===== src/rtl/seq_div_if.sv =====
// Start/busy/done handshake bundle for the sequential signed divider.
interface seq_div_if #(
  parameter int unsigned WIDTH = 32
);
  logic             start;
  logic [WIDTH-1:0] A;
  logic [WIDTH-1:0] B;
  logic             busy;
  logic             done;
  logic [WIDTH-1:0] Q;
  logic [WIDTH-1:0] R;
  logic             div_by_zero;

  modport master (
    output start, A, B,
    input  busy, done, Q, R, div_by_zero
  );

  modport slave (
    input  start, A, B,
    output busy, done, Q, R, div_by_zero
  );
endinterface


===== src/rtl/seq_div.sv =====
// Iterative signed restoring divider: one quotient bit per clock,
// truncating toward zero, with start/busy/done handshake.
module seq_div #(
  parameter int unsigned WIDTH = 32
) (
  input  logic     clk,
  input  logic     rst,
  seq_div_if.slave bus
);

  localparam int unsigned CW = (WIDTH > 2) ? $clog2(WIDTH) : 1;

  typedef enum logic [1:0] {
    S_IDLE = 2'd0,
    S_CALC = 2'd1,
    S_DONE = 2'd2
  } state_t;

  state_t           r_state;
  logic [WIDTH-1:0] r_rem;
  logic [WIDTH-1:0] r_dvd;
  logic [WIDTH-1:0] r_dvs;
  logic [WIDTH-1:0] r_a;
  logic             r_sign_q;
  logic             r_sign_r;
  logic             r_dbz_pend;
  logic [CW-1:0]    r_cnt;
  logic             r_busy;
  logic             r_done;
  logic [WIDTH-1:0] r_q;
  logic [WIDTH-1:0] r_r;
  logic             r_dbz;

  logic [WIDTH-1:0] w_a_mag;
  logic [WIDTH-1:0] w_b_mag;
  logic             w_b_zero;
  logic [WIDTH:0]   w_shift;
  logic [WIDTH:0]   w_diff;
  logic             w_ge;

  // Magnitudes as unsigned WIDTH bits; the most negative value maps exactly.
  assign w_a_mag  = bus.A[WIDTH-1] ? WIDTH'(-bus.A) : bus.A;
  assign w_b_mag  = bus.B[WIDTH-1] ? WIDTH'(-bus.B) : bus.B;
  assign w_b_zero = (bus.B == '0);

  // Partial remainder is widened by one bit so the subtract borrow is the compare.
  assign w_shift = {r_rem, r_dvd[WIDTH-1]};
  assign w_diff  = w_shift - {1'b0, r_dvs};
  assign w_ge    = ~w_diff[WIDTH];

  always_ff @(posedge clk) begin
    if (!rst) begin
      r_state    <= S_IDLE;
      r_rem      <= '0;
      r_dvd      <= '0;
      r_dvs      <= '0;
      r_a        <= '0;
      r_sign_q   <= 1'b0;
      r_sign_r   <= 1'b0;
      r_dbz_pend <= 1'b0;
      r_cnt      <= '0;
      r_busy     <= 1'b0;
      r_done     <= 1'b0;
      r_q        <= '0;
      r_r        <= '0;
      r_dbz      <= 1'b0;
    end else begin
      r_done <= 1'b0;
      case (r_state)
        S_IDLE: begin
          // A request arriving in the done cycle is dropped.
          if (bus.start && !r_done) begin
            r_dvd      <= w_a_mag;
            r_dvs      <= w_b_mag;
            r_a        <= bus.A;
            r_sign_q   <= bus.A[WIDTH-1] ^ bus.B[WIDTH-1];
            r_sign_r   <= bus.A[WIDTH-1];
            r_dbz_pend <= w_b_zero;
            r_rem      <= '0;
            r_cnt      <= '0;
            r_busy     <= 1'b1;
            r_state    <= w_b_zero ? S_DONE : S_CALC;
          end
        end
        S_CALC: begin
          r_rem <= w_ge ? w_diff[WIDTH-1:0] : w_shift[WIDTH-1:0];
          r_dvd <= {r_dvd[WIDTH-2:0], w_ge};
          r_cnt <= r_cnt + CW'(1);
          if (r_cnt == CW'(WIDTH - 1)) begin
            r_state <= S_DONE;
          end
        end
        S_DONE: begin
          r_busy <= 1'b0;
          r_done <= 1'b1;
          r_dbz  <= r_dbz_pend;
          if (r_dbz_pend) begin
            r_q <= '1;
            r_r <= r_a;
          end else begin
            r_q <= r_sign_q ? WIDTH'(-r_dvd) : r_dvd;
            r_r <= r_sign_r ? WIDTH'(-r_rem) : r_rem;
          end
          r_state <= S_IDLE;
        end
        default: begin
          r_state <= S_IDLE;
        end
      endcase
    end
  end

  assign bus.busy        = r_busy;
  assign bus.done        = r_done;
  assign bus.Q           = r_q;
  assign bus.R           = r_r;
  assign bus.div_by_zero = r_dbz;

endmodule


===== src/flat_wrapper.sv =====
// flat-port wrapper written by rule: the top's interface ports become plain ports
module seq_div_flat 
#(
  parameter int unsigned WIDTH = 32
)
  (clk, rst, bus_start, bus_A, bus_B, bus_busy, bus_done, bus_Q, bus_R, bus_div_by_zero);
  seq_div_if #(.WIDTH(WIDTH)) bus_i ();
  input  logic clk;
  input  logic rst;
  input wire logic [$bits(bus_i.start)-1:0] bus_start;
  input wire logic [$bits(bus_i.A)-1:0] bus_A;
  input wire logic [$bits(bus_i.B)-1:0] bus_B;
  output wire logic [$bits(bus_i.busy)-1:0] bus_busy;
  output wire logic [$bits(bus_i.done)-1:0] bus_done;
  output wire logic [$bits(bus_i.Q)-1:0] bus_Q;
  output wire logic [$bits(bus_i.R)-1:0] bus_R;
  output wire logic [$bits(bus_i.div_by_zero)-1:0] bus_div_by_zero;
  assign bus_i.start = bus_start;
  assign bus_i.A = bus_A;
  assign bus_i.B = bus_B;
  assign bus_busy = bus_i.busy;
  assign bus_done = bus_i.done;
  assign bus_Q = bus_i.Q;
  assign bus_R = bus_i.R;
  assign bus_div_by_zero = bus_i.div_by_zero;
  seq_div #(.WIDTH(WIDTH)) u_core (.clk(clk), .rst(rst), .bus(bus_i));
endmodule

===== config.mk =====
export PLATFORM = sky130hd
export DESIGN_NAME = seq_div_flat
export DESIGN_NICKNAME = d
export VERILOG_FILES = /design/src/rtl/seq_div_if.sv /design/src/rtl/seq_div.sv /design/src/flat_wrapper.sv
export SDC_FILE = /design/constraint.sdc
export NUM_CORES = 1
export LEC_CHECK = 0
export BUFFER_PORTS_ARGS = -buffer_cell sky130_fd_sc_hd__buf_2
export CAP_MARGIN = 20
export CORE_MARGIN = 1
export CORE_UTILIZATION = 60
export DETAILED_ROUTE_END_ITERATION = 16
export GPL_ROUTABILITY_DRIVEN = 0
export PLACE_DENSITY = 0.87
export SLEW_MARGIN = 20
export SYNTH_ARGS = -nofsm -noshare
export SYNTH_HDL_FRONTEND = slang
export SYNTH_SLANG_ARGS = --single-unit

===== constraint.sdc =====
create_clock -name clk -period 4.6 [get_ports clk]
set_input_delay 0 -clock clk [delete_from_list [all_inputs] [get_ports clk]]
set_output_delay 0 -clock clk [all_outputs]
set_load 0.02 [all_outputs]

==> reports/metrics.yaml <==
status: "completed"
synth_largest_area_cell: "dfxtp_1"
drtIter0Drc: 1074
max-vdd-ir-drop_mv: 0.3523
cpMaxStageDelayCell: "xor2_4"
cp_max_fo: 25
cp_cell_sequence: "ha_1 -> a21o_1 -> or3_1 -> o21a_1 -> o2111ai_1 -> a21oi_1 -> o21ai_1 -> xor2_4 -> buf_4 -> nor2_1 -> a21oi_1 -> o21ai_0"
dp_slack_ns: 0.8579
core_area_um2: 19720
dp_hpwl_um: 23530
cts_made_buffers: 23
synth_area_um2: 12250
n_antenna_cell: 0
async_flop_share_pct: 0
yosys.cell_types.count: 66
path_class: "flop to flop"
synthTopCellsByArea: "dfxtp_1, nand2_1, xor2_1"
hold_class: "input port to flop"
path_clk_slew_ns: 0.06
power_density_nw_per_um2: 361.5
synth_area_per_cell_um2: 7.771
nets: 1809
setup_viol: 0
multi_input_area_um2: 7600
fillers: 1438
p_total_mw: 5.193
setup_slack_ns: 0.7741
drive_gt1_share_pct: 11.92
cap_viol_max_count: 0
synth_edf_count: 0
die_y_um: 144.9
start_util_pct: 62.15
cts_max_level: 1
fin_crit_sh_pct: 83.17
critPathMaxStageDelay_ns: 0.54
worst_slew_pin_slew_ns: 1.056
finalHoldViolCount: 0
placed_cell_area_um2: 12950
io_pins: 134
yosysWarnings: 0
die_w_um: 144.9
setup-tns-final_ns: 0
wl_per_cell_um: 17.87
wirelength_um: 35460
grt-ovfl-total: 0
fp.dieArea_um2: 21000
slew_headroom_pct: 29.58
yosys.area.top_type_share_pct: 33.33
grt.total_usage_pct: 33.02
end_kind: "flop"
first_global_vias: 11280
clock_path_buffers: 3
stdcell_area_um2: 14370
r2r_cells: 12
cts-root-buf: "clkbuf_16"
port_buffers: 133
grt_pass1_wl_um: 57140
worstPathRequired_ns: 4.97
timing.final.max_slew_violations: 0
period_minus_slack_ns: 3.826
detailedRoute.firstPassIterationCount: 5
utilization_pct: 72.85
rsz0062_at_grt: "false"
yosysSeqAreaShare_pct: 33.33
hold_depth: 3
worst_path_most_repeated_cell: "a21oi_1"
ys_seq_elements: 204
fmax_ghz: 0.2614
grt_max_degree: 92
antenna_found_initial: 1
cts_sinks: 204
p_leak_nw: 6.258
cts_setup_buffers: 0
synthFlopType: "dfxtp_1"
drcViolationCount: 0
final.setup_skew_ns: 0.02259
antenna_left: 0
cts_tree: "done"
via_count: 12270
ys_top_cells_by_count: "nand2_1, dfxtp_1, o21ai_0, a21oi_1, xor2_1"
synth_nets: 1683
arrival_ns: 4.20
crit_path_start_kind: "flop"
viasPerCell: 6.182
clk-insertion-delay-late_ns: 0.53
yosysMostFrequentCell: "nand2_1"
synthToLayoutAreaGrowth_pct: 17.22
synth_cells: 1577
seq_area_um2: 4084
num_rows: 51
-- per-layer routing --
metal / part of all wire (%) / global-route usage (%)
met1: 41 / 41.42
met2: 47 / 55.65
met3: 7.2 / 4.969
met4: 4.6 / 15.16
met5: 0 / 0
-- state kept, by name (all words and copies together) (netlist names) --
| signal | flops |
|---|---|
| u_core.r_a | 31 |
| u_core.r_rem | 32 |
| u_core.r_sign_q | 1 |
| u_core.r_dbz_pend | 1 |
| u_core.bus.busy | 1 |
| u_core.r_dvs | 32 |
| u_core.r_cnt | 5 |
| u_core.bus.R | 32 |
| u_core.r_state | 2 |
| u_core.r_sign_r | 1 |
| u_core.bus.done | 1 |
| u_core.bus.div_by_zero | 1 |
| u_core.r_dvd | 32 |
| u_core.bus.Q | 32 |
-- cell type report --
type,count,share of cell area (%)
Multi-Input combinational cell,1215,52.90
Sequential cell,204,28.43
Timing Repair Buffer,204,9.477
Clock buffer,33,4.616
Tap cell,265,2.308
Inverter,55,1.437
Clock inverter,9,0.8275
-- where the power goes --
group	internal, mW	switching (mW)	total [mW]
Sequential	1.85	0.112	1.96
Clock	1.12	0.758	1.88
Combinational	0.564	0.784	1.35
-- metrics by stage --
step / hold slack, ns / instances
after CTS: 0.02631 / 1984
after global routing: 0.09798 / 1985
final: 0.05033 / 1985
after global placement: 0.2861 / 1881
after floorplan: 0.1449 / 1577
after detailed placement: 0.2921 / 1881
-- critical path: cells and delay by family (launching register included) --
family                     cells  cell delay, ns
AOI/OAI and AO/OA              7            1.58
xor gates and xnor gates       1            0.54
adders and majority gates      1            0.34
buffers and inverters          1            0.35
DFF                            1            0.46
and+or+nand+nor                2            0.38
-- cells in the final DEF, fill, tap and decap left out, types with 36 or more instances in the layout --
cell	instances
o21ai_0	161
inv_1	54
a21oi_1	113
a21boi_0	56
xor2_1	104
and2_1	37
ha_1	38
nand2_1	246
dfxtp_1	204
dlygate4sd3_1	61
nor2_1	74
buf_2	132
xnor2_1	36
-- repair_timing --
item	4_1_cts	5_1_grt
setup endpoints to repair	0	0
hold endpoints to repair	92	0
hold buffers	61	0
resized for setup	0	0
-- final timing paths --
kind                                       start               end  slack [ns]
worst max-delay path             u_core.r_rem[4]  u_core.r_rem[11]        0.77
worst min-delay path                   bus_A[31]   u_core.r_sign_r        0.05
worst max register to register   u_core.r_rem[4]  u_core.r_rem[11]        0.77
worst min register to register  u_core.bus.R[29]  u_core.bus.R[29]        0.45
-- cells by family after synthesis --
kind of cell    after synthesis  synth area share [%]
xor+xnor                    141                 10.08
flops                       204                 33.33
buf+inv                     158                 5.064
fa+ha+maj                    39                 4.043
compound gates              523                 27.57
mux                           7                0.5922
simple gates                505                 19.33
Power figures use the tool's default switching activity.
